## src/rtl/soc_system_cam_pkg.sv

```systemverilog
// Shared types and widths for the camera line writer.
package soc_system_cam_pkg;

  localparam int unsigned PIX_W         = 16;
  localparam int unsigned LANES         = 4;
  localparam int unsigned DATA_W        = 64;
  localparam int unsigned BE_W          = DATA_W / 8;
  localparam int unsigned LANE_W        = 2;
  localparam int unsigned BYTES_PER_PIX = PIX_W / 8;

  typedef enum logic [1:0] {
    IDLE,
    WAIT_SOP,
    PACK,
    WRITE
  } state_t;

endpackage

```

## src/rtl/soc_system_cam_pixel_packer.sv

```systemverilog
// Packs 16-bit pixels into lanes of a 64-bit word and tracks the byte enables.
module soc_system_cam_pixel_packer
  import soc_system_cam_pkg::*;
(
  input  logic                clk,
  input  logic                reset,
  input  logic                load_en,
  input  logic                clear,
  input  logic [PIX_W-1:0]    pixel,
  output logic [LANE_W-1:0]   lane,
  output logic [DATA_W-1:0]   writedata,
  output logic [BE_W-1:0]     byteenable
);

  // Clear wins over load; the FSM never asserts both in the same cycle.
  always_ff @(posedge clk) begin
    if (reset || clear) begin
      lane       <= '0;
      writedata  <= '0;
      byteenable <= '0;
    end else if (load_en) begin
      writedata[PIX_W*32'(lane) +: PIX_W]                 <= pixel;
      byteenable[BYTES_PER_PIX*32'(lane) +: BYTES_PER_PIX] <= '1;
      lane                                                <= lane + LANE_W'(1);
    end
  end

endmodule

```

## src/rtl/soc_system_cam_line_writer.sv

```systemverilog
// Avalon-MM write master: packs one Avalon-ST camera line into 64-bit words
// and writes them to on-chip memory starting at BASE_ADDR.
module soc_system_cam_line_writer
  import soc_system_cam_pkg::*;
#(
  parameter int unsigned ADDR_W    = 9,
  parameter int unsigned DEPTH     = 512,
  parameter int unsigned BASE_ADDR = 0
) (
  input  logic              clk,
  input  logic              reset,
  input  logic              start,
  output logic              busy,
  output logic              done,
  output logic [ADDR_W:0]   line_words,
  output logic              overflow,
  input  logic [15:0]       snk_data,
  input  logic              snk_valid,
  output logic              snk_ready,
  input  logic              snk_sop,
  input  logic              snk_eop,
  output logic [ADDR_W-1:0] avm_address,
  output logic [7:0]        avm_byteenable,
  output logic              avm_chipselect,
  output logic              avm_write,
  output logic [63:0]       avm_writedata,
  input  logic              avm_waitrequest
);

  localparam int unsigned       CNT_W     = ADDR_W + 1;
  localparam logic [ADDR_W-1:0] BASE      = ADDR_W'(BASE_ADDR);
  localparam logic [ADDR_W-1:0] LAST_ADDR = ADDR_W'(DEPTH - 1);
  localparam logic [CNT_W-1:0]  CNT_MAX   = '1;

  state_t              state;
  state_t              next_state;
  logic                accept_c;
  logic                load_en_c;
  logic                clear_c;
  logic                wr_done_c;
  logic [LANE_W-1:0]   lane;
  logic                word_eop;
  logic [CNT_W-1:0]    word_cnt;
  logic [CNT_W-1:0]    word_cnt_inc_c;

  assign accept_c       = snk_valid && snk_ready;
  assign word_cnt_inc_c = (word_cnt == CNT_MAX) ? word_cnt : word_cnt + CNT_W'(1);

  soc_system_cam_pixel_packer u_packer (
    .clk        (clk),
    .reset      (reset),
    .load_en    (load_en_c),
    .clear      (clear_c),
    .pixel      (snk_data),
    .lane       (lane),
    .writedata  (avm_writedata),
    .byteenable (avm_byteenable)
  );

  always_ff @(posedge clk) begin
    if (reset) state <= IDLE;
    else       state <= next_state;
  end

  // Next state and per-cycle strobes for the packer and bookkeeping.
  always_comb begin
    next_state = state;
    load_en_c  = 1'b0;
    clear_c    = 1'b0;
    wr_done_c  = 1'b0;
    case (state)
      IDLE: begin
        if (start) begin
          next_state = WAIT_SOP;
          clear_c    = 1'b1;
        end
      end
      WAIT_SOP: begin
        if (accept_c && snk_sop) begin
          load_en_c  = 1'b1;
          next_state = snk_eop ? WRITE : PACK;
        end
      end
      PACK: begin
        if (accept_c) begin
          load_en_c = 1'b1;
          if (snk_eop || lane == LANE_W'(LANES - 1)) next_state = WRITE;
        end
      end
      WRITE: begin
        if (!avm_waitrequest) begin
          wr_done_c  = 1'b1;
          clear_c    = 1'b1;
          next_state = word_eop ? IDLE : PACK;
        end
      end
      default: next_state = IDLE;
    endcase
  end

  // Handshake outputs are decoded from the next state so they line up with it.
  always_ff @(posedge clk) begin
    if (reset) begin
      busy           <= 1'b0;
      done           <= 1'b0;
      overflow       <= 1'b0;
      line_words     <= '0;
      snk_ready      <= 1'b0;
      avm_write      <= 1'b0;
      avm_chipselect <= 1'b0;
      avm_address    <= BASE;
      word_cnt       <= '0;
      word_eop       <= 1'b0;
    end else begin
      snk_ready      <= (next_state == WAIT_SOP) || (next_state == PACK);
      avm_write      <= (next_state == WRITE);
      avm_chipselect <= (next_state == WRITE);
      done           <= 1'b0;

      if (state == IDLE && start) begin
        busy        <= 1'b1;
        overflow    <= 1'b0;
        word_cnt    <= '0;
        avm_address <= BASE;
      end

      if (load_en_c) word_eop <= snk_eop;

      if (wr_done_c) begin
        word_cnt <= word_cnt_inc_c;
        if (avm_address == LAST_ADDR) begin
          avm_address <= '0;
          overflow    <= 1'b1;
        end else begin
          avm_address <= avm_address + ADDR_W'(1);
        end
        if (word_eop) begin
          line_words <= word_cnt_inc_c;
          done       <= 1'b1;
          busy       <= 1'b0;
        end
      end
    end
  end

endmodule

```

## config.mk

```make
export PLATFORM = sky130hd
export DESIGN_NAME = soc_system_cam_line_writer
export DESIGN_NICKNAME = d
export VERILOG_FILES = /design/src/rtl/soc_system_cam_pkg.sv /design/src/rtl/soc_system_cam_pixel_packer.sv /design/src/rtl/soc_system_cam_line_writer.sv
export SDC_FILE = /design/constraint.sdc
export NUM_CORES = 1
export LEC_CHECK = 0
export ABC_AREA = 0
export CAP_MARGIN = 20
export CORE_MARGIN = 10
export CORE_UTILIZATION = 35
export CTS_BUF_LIST = sky130_fd_sc_hd__clkbuf_4
export CTS_CLUSTER_SIZE = 24
export DETAILED_ROUTE_END_ITERATION = 10
export DONT_BUFFER_PORTS = 1
export PLACE_DENSITY_LB_ADDON = 0.12
export SLEW_MARGIN = 40
export SYNTH_ARGS = -nofsm -noshare
export SYNTH_HDL_FRONTEND = slang
export SYNTH_SLANG_ARGS = --single-unit
```

## constraint.sdc

```tcl
create_clock -name clk -period 3.4 [get_ports clk]
set_input_delay 0.34 -clock clk [delete_from_list [all_inputs] [get_ports clk]]
set_output_delay 0.34 -clock clk [all_outputs]
set_load 0.1 [all_outputs]
```

## Word level (Yosys, flattened, before mapping)

Cells that the tools add are included.

- $add $sub $neg: 5
- Equal/unequal tests: 9
- Shift-type cells: 4
- Multiplexer cells: 30
- Bitwise operators: 1
- Reductions and logical operators: 10

Operators with widths:

| operator | count |
|---|---|
| bitwise mux 64 bit | 1 |
| variable shift 16 x 34 -> 64 bit (first input constant) | 1 |
| variable part select 16 x 34 -> 64 bit | 1 |
| negator 3 -> 34 bit | 1 |
| negator 6 -> 34 bit | 1 |
| variable shift 2 x 34 -> 8 bit (first input constant) | 1 |
| variable part select 2 x 34 -> 8 bit (first input constant) | 1 |
| two-way mux 10 bit | 3 |
| two-way mux 9 bit | 3 |
| two-way mux 1 bit | 13 |
| two-way mux 2 bit | 6 |
| adder 10 x 1 -> 10 bit (second input constant) | 1 |
| equality test 10 bit (second input constant) | 1 |
| equality test 2 bit (second input constant) | 5 |
| adder 9 x 1 -> 9 bit (second input constant) | 1 |
| equality test 9 bit (second input constant) | 1 |
| bitwise mux 8 bit | 1 |
| one-hot mux 2 bit (4 select lines) | 1 |
| equality test 2 x 1 -> 1 bit (second input constant) | 2 |
| one-hot mux 1 bit (2 select lines) | 2 |
| logical AND 1 bit | 3 |
| logical OR 1 bit | 3 |
| adder 2 x 1 -> 2 bit (second input constant) | 1 |
| logical NOT 2 bit | 1 |
| 4 further kinds | 4 |

- Flip-flop bits (word level): 111
- Input port bits: 23
- Output and inout port bits: 97
- Logic and storage cells: 72

## Logic depth before layout (Yosys ltp)

- Depth after elaboration: 7
- Depth in mapped cells: 10
- Depth with buffers taken out: 9

## Hierarchy

A second synthesis with hierarchy kept.

- Cells, all modules: 480
- Area total of the unflattened synthesis: 4494.3 µm²

Modules (own cells, without submodules):

| module | times used | cells each | area each (µm²) | seq. area each (µm²) |
|---|---|---|---|---|
| soc_system_cam_pixel_packer | 1 | 252 | 2595.0 | 1401.3 |
| soc_system_cam_line_writer | 1 | 228 | 1899.3 | 740.7 |

## Worst setup path before layout

No wires, ideal clock.

- Kind: reg-to-reg
- Start point: register avm_address[0]
- End point: register avm_address[7]
- Library setup time: 74 ps
- Arrival time: 2836 ps
- Data required time: 3326 ps
- Setup slack: 490 ps
- Cell stages (with the launch flop): 10
- Path buffers: 1
- Clock period less this slack: 2910 ps
- Cells stage by stage: dfxtp_1 -> ha_1 -> and3_1 -> and3_1 -> and3_1 -> ha_1 -> or3b_1 -> clkbuf_2 -> or4_1 -> a31oi_1

- Longest elaborated chain between the ends: 3
- Elaborated cells between the ends (all ways): 4
- Those cells by class: add/sub: 1; eq/ne: 1; mux: 2

RTL lines:

| what | line | text |
|---|---|---|
| start: declaration | soc_system_cam_line_writer.sv:22 | `output logic [ADDR_W-1:0] avm_address,` |
| start signal: assignment | soc_system_cam_line_writer.sv:135 | `avm_address <= avm_address + ADDR_W'(1);` |
| adder 9 x 1 -> 9 bit / equality test 9 bit (equally long branches) | soc_system_cam_line_writer.sv:135, soc_system_cam_line_writer.sv:131 |  |
| two-way mux 9 bit * | soc_system_cam_line_writer.sv:131 | `if (avm_address == LAST_ADDR) begin` |
| two-way mux 9 bit * | soc_system_cam_line_writer.sv:129 | `if (wr_done_c) begin` |

Every way passes the cells marked *; elsewhere a longest branch is shown, timed or not.
A chain may end at the register's enable or synchronous reset.

## Worst setup path after layout

Ends and elaborated chain as after synthesis.

==> results.py <==
metrics = {
    "run_status": {
        "status": "finished, final reports clean",
    },
    "place": {
        "gp_congestion": 0.7997,
        "dpl.cell_count": 694,
        "numPortBuffers": 0,
        "dp_slack_ns": 0.9566,
        "dp_hpwl_um": 9464,
    },
    "synth": {
        "synth_edf_count": 0,
        "synth_top_family_by_area": "simple AND/OR/NAND/NOR gates",
        "async_reset_ff_share_pct": 0,
        "synth-seq-area-share_pct": 47.42,
        "synth.area.mux_share_pct": 0.6648,
        "yosys.area_share.xor_xnor_pct": 0.3878,
        "synth_area_per_cell_sq_um": 8.257,
        "synth-simple-area-share_pct": 26.01,
        "synth_cell_type_count": 53,
        "synth_top_flop_cell": "dfxtp_1",
        "synthesis.area_sq_um": 4517,
        "synth_compound_area_share_pct": 17.01,
        "ys_top_cells_by_area": "dfxtp_1 (47%), a21oi_1 (9.1%), nand3_1 (8.2%)",
        "synthesis.nets": 583,
        "yosysTopAreaCellShare_pct": 47.42,
        "netlist.top_cell.by_area": "dfxtp_1",
        "yosysWarnings": 0,
        "synthCells": 547,
        "yosys.area_share.adder_pct": 3.601,
        "ys_ff_latch": 107,
    },
    "cts": {
        "ctsHtreeMaxLevel": 3,
        "cts_tree": "done",
        "clkSlewWorstSetupHoldPaths_ns": 0.16,
        "cts_buffer_depth": 2,
        "root_buffer": "clkbuf_4",
        "clk_latency_ns": 0.50,
        "ctsHoldBuffers": 19,
        "numCtsBuffers": 9,
        "cts_setup_buffers": 0,
        "cts_sinks": 107,
        "ctsResizeCount": 0,
    },
    "timing": {
        "rsz0062_at_grt": "false",
        "worstMarginPinSlew_ns": 0.7308,
        "drv_slew": 0,
        "fin_skew_ns": 0.01937,
        "fmax_ghz": 0.4009,
        "slew_headroom_pct": 51.28,
        "hold_viol_final": 0,
        "finalWorstSetupSlack_ns": 0.9054,
        "setup_violations": 0,
        "whs_ns": 0.05054,
        "post-route-period-util_pct": 73.37,
        "min_period_ns": 2.495,
        "setup_tns_ns": 0,
    },
    "setup_path": {
        "path_class": "flip-flop to flip-flop",
        "worstPathMaxFanout": 6,
        "reg2reg_depth": 8,
        "cp.required_ns": 3.83,
        "worstReg2RegStart": "avm_address[0]",
        "endpoint_kind": "flip-flop",
        "startpoint_type": "flip-flop",
        "r2r_slack_ns": 0.91,
        "crit_arrival_ns": 2.93,
        "reg2reg_to": "avm_address[7]",
    },
    "layout": {
        "mostFrequentLayoutCells": "nand2_1 (88), a21oi_1 (82), dfxtp_2 (78)",
        "fin_util_pct": 40.33,
        "n_fill_cell": 1302,
        "drive_gt1_share_pct": 22.26,
        "multi_input_area_sq_um": 2177,
        "nNetsFinal": 588,
        "diodes": 0,
        "area_growth_pct": 12.69,
        "fin_cells": 729,
        "seq_area_sq_um": 2258,
        "layout.cells.most_common": "nand2_1",
    },
    "global_route": {
        "antenna_found_initial": 0,
        "grt_usage_pct": 14.66,
        "grt_pass1_wl_um": 21200,
        "grt_overflow": 0,
        "first_global_vias": 3758,
        "grt_max_degree": 71,
    },
    "power": {
        "powerDensity_nw_per_um2": 520.8,
        "leakagePower_nw": 1.710,
        "ir_worst_vdd_mv": 0.5885,
    },
    "hold_path": {
        "hold_path_depth": 2,
        "whs_endpoint": "state[1]",
        "holdCritStartpoint": "start",
        "hp-class": "input pin to flip-flop",
    },
    "floorplan": {
        "start_util_pct": 35.79,
        "dieHeight_um": 133.6,
        "dieArea_sq_um": 17850,
        "die_w_um": 133.6,
        "rows": 41,
        "ios": 120,
        "core_sq_um": 12620,
    },
    "detailed_routing": {
        "wl_per_cell_um": 17.96,
        "drt_pass1_iterations": 6,
        "drt-total-wl_um": 13100,
        "initialDrtViolationCount": 224,
        "drc_errors": 0,
        "routed-via-count": 3889,
        "post_drt_via_cell_ratio": 5.335,
        "ant_nets": 0,
    },
    "flow_run": {
        "cap_violations": 0,
    },
}
[worst max-delay path, cell delays in order (launching register included)]
cell and delay (ns):
dfxtp_1 0.36, ha_1 0.22, and3_1 0.21, and3_1 0.21, and3_1 0.19, ha_1 0.21, or3b_1 0.45, or4_1 0.42
a31oi_1 0.17
[per-stage QoR]
step	instance area (sq um)	power, mW
2_1_floorplan	4517	1.898
6_report	5090	2.651
3_5_place_dp	4786	2.029
3_3_place_gp	4663	2.020
5_1_grt	5090	2.791
4_1_cts	5095	2.687
[state kept, by name, summed over array words and instances (netlist names)]
register	flops
avm_address	9
busy	1
u_packer.writedata	64
line_words	10
word_cnt	10
state	2
snk_ready	1
done	1
u_packer.byteenable	4
u_packer.lane	2
overflow	1
avm_write	1
word_eop	1
[area by class of cell]
class                           count  share of cell area, %
Tap cell                          172                  4.228
Clock buffer                        9                  1.327
Timing Repair Buffer               34                  5.851
Multi-Input combinational cell    394                  42.77
Inverter                            6                 0.4425
Clock inverter                      7                  1.008
Sequential cell                   107                  44.37
[report_power, final]
group | internal [mW] | total [mW] | switching, mW
Sequential | 1.29 | 1.46 | 0.166
Combinational | 0.176 | 0.582 | 0.406
Clock | 0.156 | 0.613 | 0.457
Total | 1.62 | 2.65 | 1.03
[Yosys cell counts, types with 2 or more instances]
cell type	n
o211ai_1	5
o21bai_1	2
nor3b_2	2
buf_2	23
a31oi_1	5
o21a_1	2
a211oi_1	3
and2_1	5
nor2_1	28
a221oi_1	2
ha_1	13
mux2i_1	3
nand3_1	74
and3_1	14
dfxtp_1	107
or4_1	3
nor2b_1	4
o31ai_1	2
buf_4	5
inv_1	4
nand2_1	88
clkbuf_1	11
o21ai_0	14
nor3_1	7
a311oi_1	3
a22oi_1	3
nand3b_1	4
nor4_1	2
a21o_1	2
a21oi_1	82
nand4_1	3
[per-layer routing]
metal / wire length, um / global-route usage [%]
met2: 6030 / 22.88
met5: 0 / 0
met1: 5735 / 17.96
met4: 213 / 5.985
met3: 1117 / 5.188
[cell families (layout without fill, tap and decap cells)]
family	count (synthesis)	after routing
simple gates	243	243
mux	3	3
buf+inv	46	56
xor+xnor	2	2
compound gates	133	133
flops	107	107
fa+ha+maj	13	13
[how the worst max path moves through the flow]
stage | endpoint | slack, ns | depth (start not counted) | from
global placement | avm_address[7] | 0.99 | 8 | avm_address[0]
global route | avm_address[7] | 0.74 | 8 | avm_address[0]
floorplan | avm_address[7] | 0.49 | 9 | avm_address[0]
detailed placement | avm_address[7] | 0.96 | 8 | avm_address[0]
finish | avm_address[7] | 0.91 | 8 | avm_address[0]
CTS | avm_address[7] | 0.91 | 8 | avm_address[0]
No activity file was read; power rests on OpenSTA's default activity.
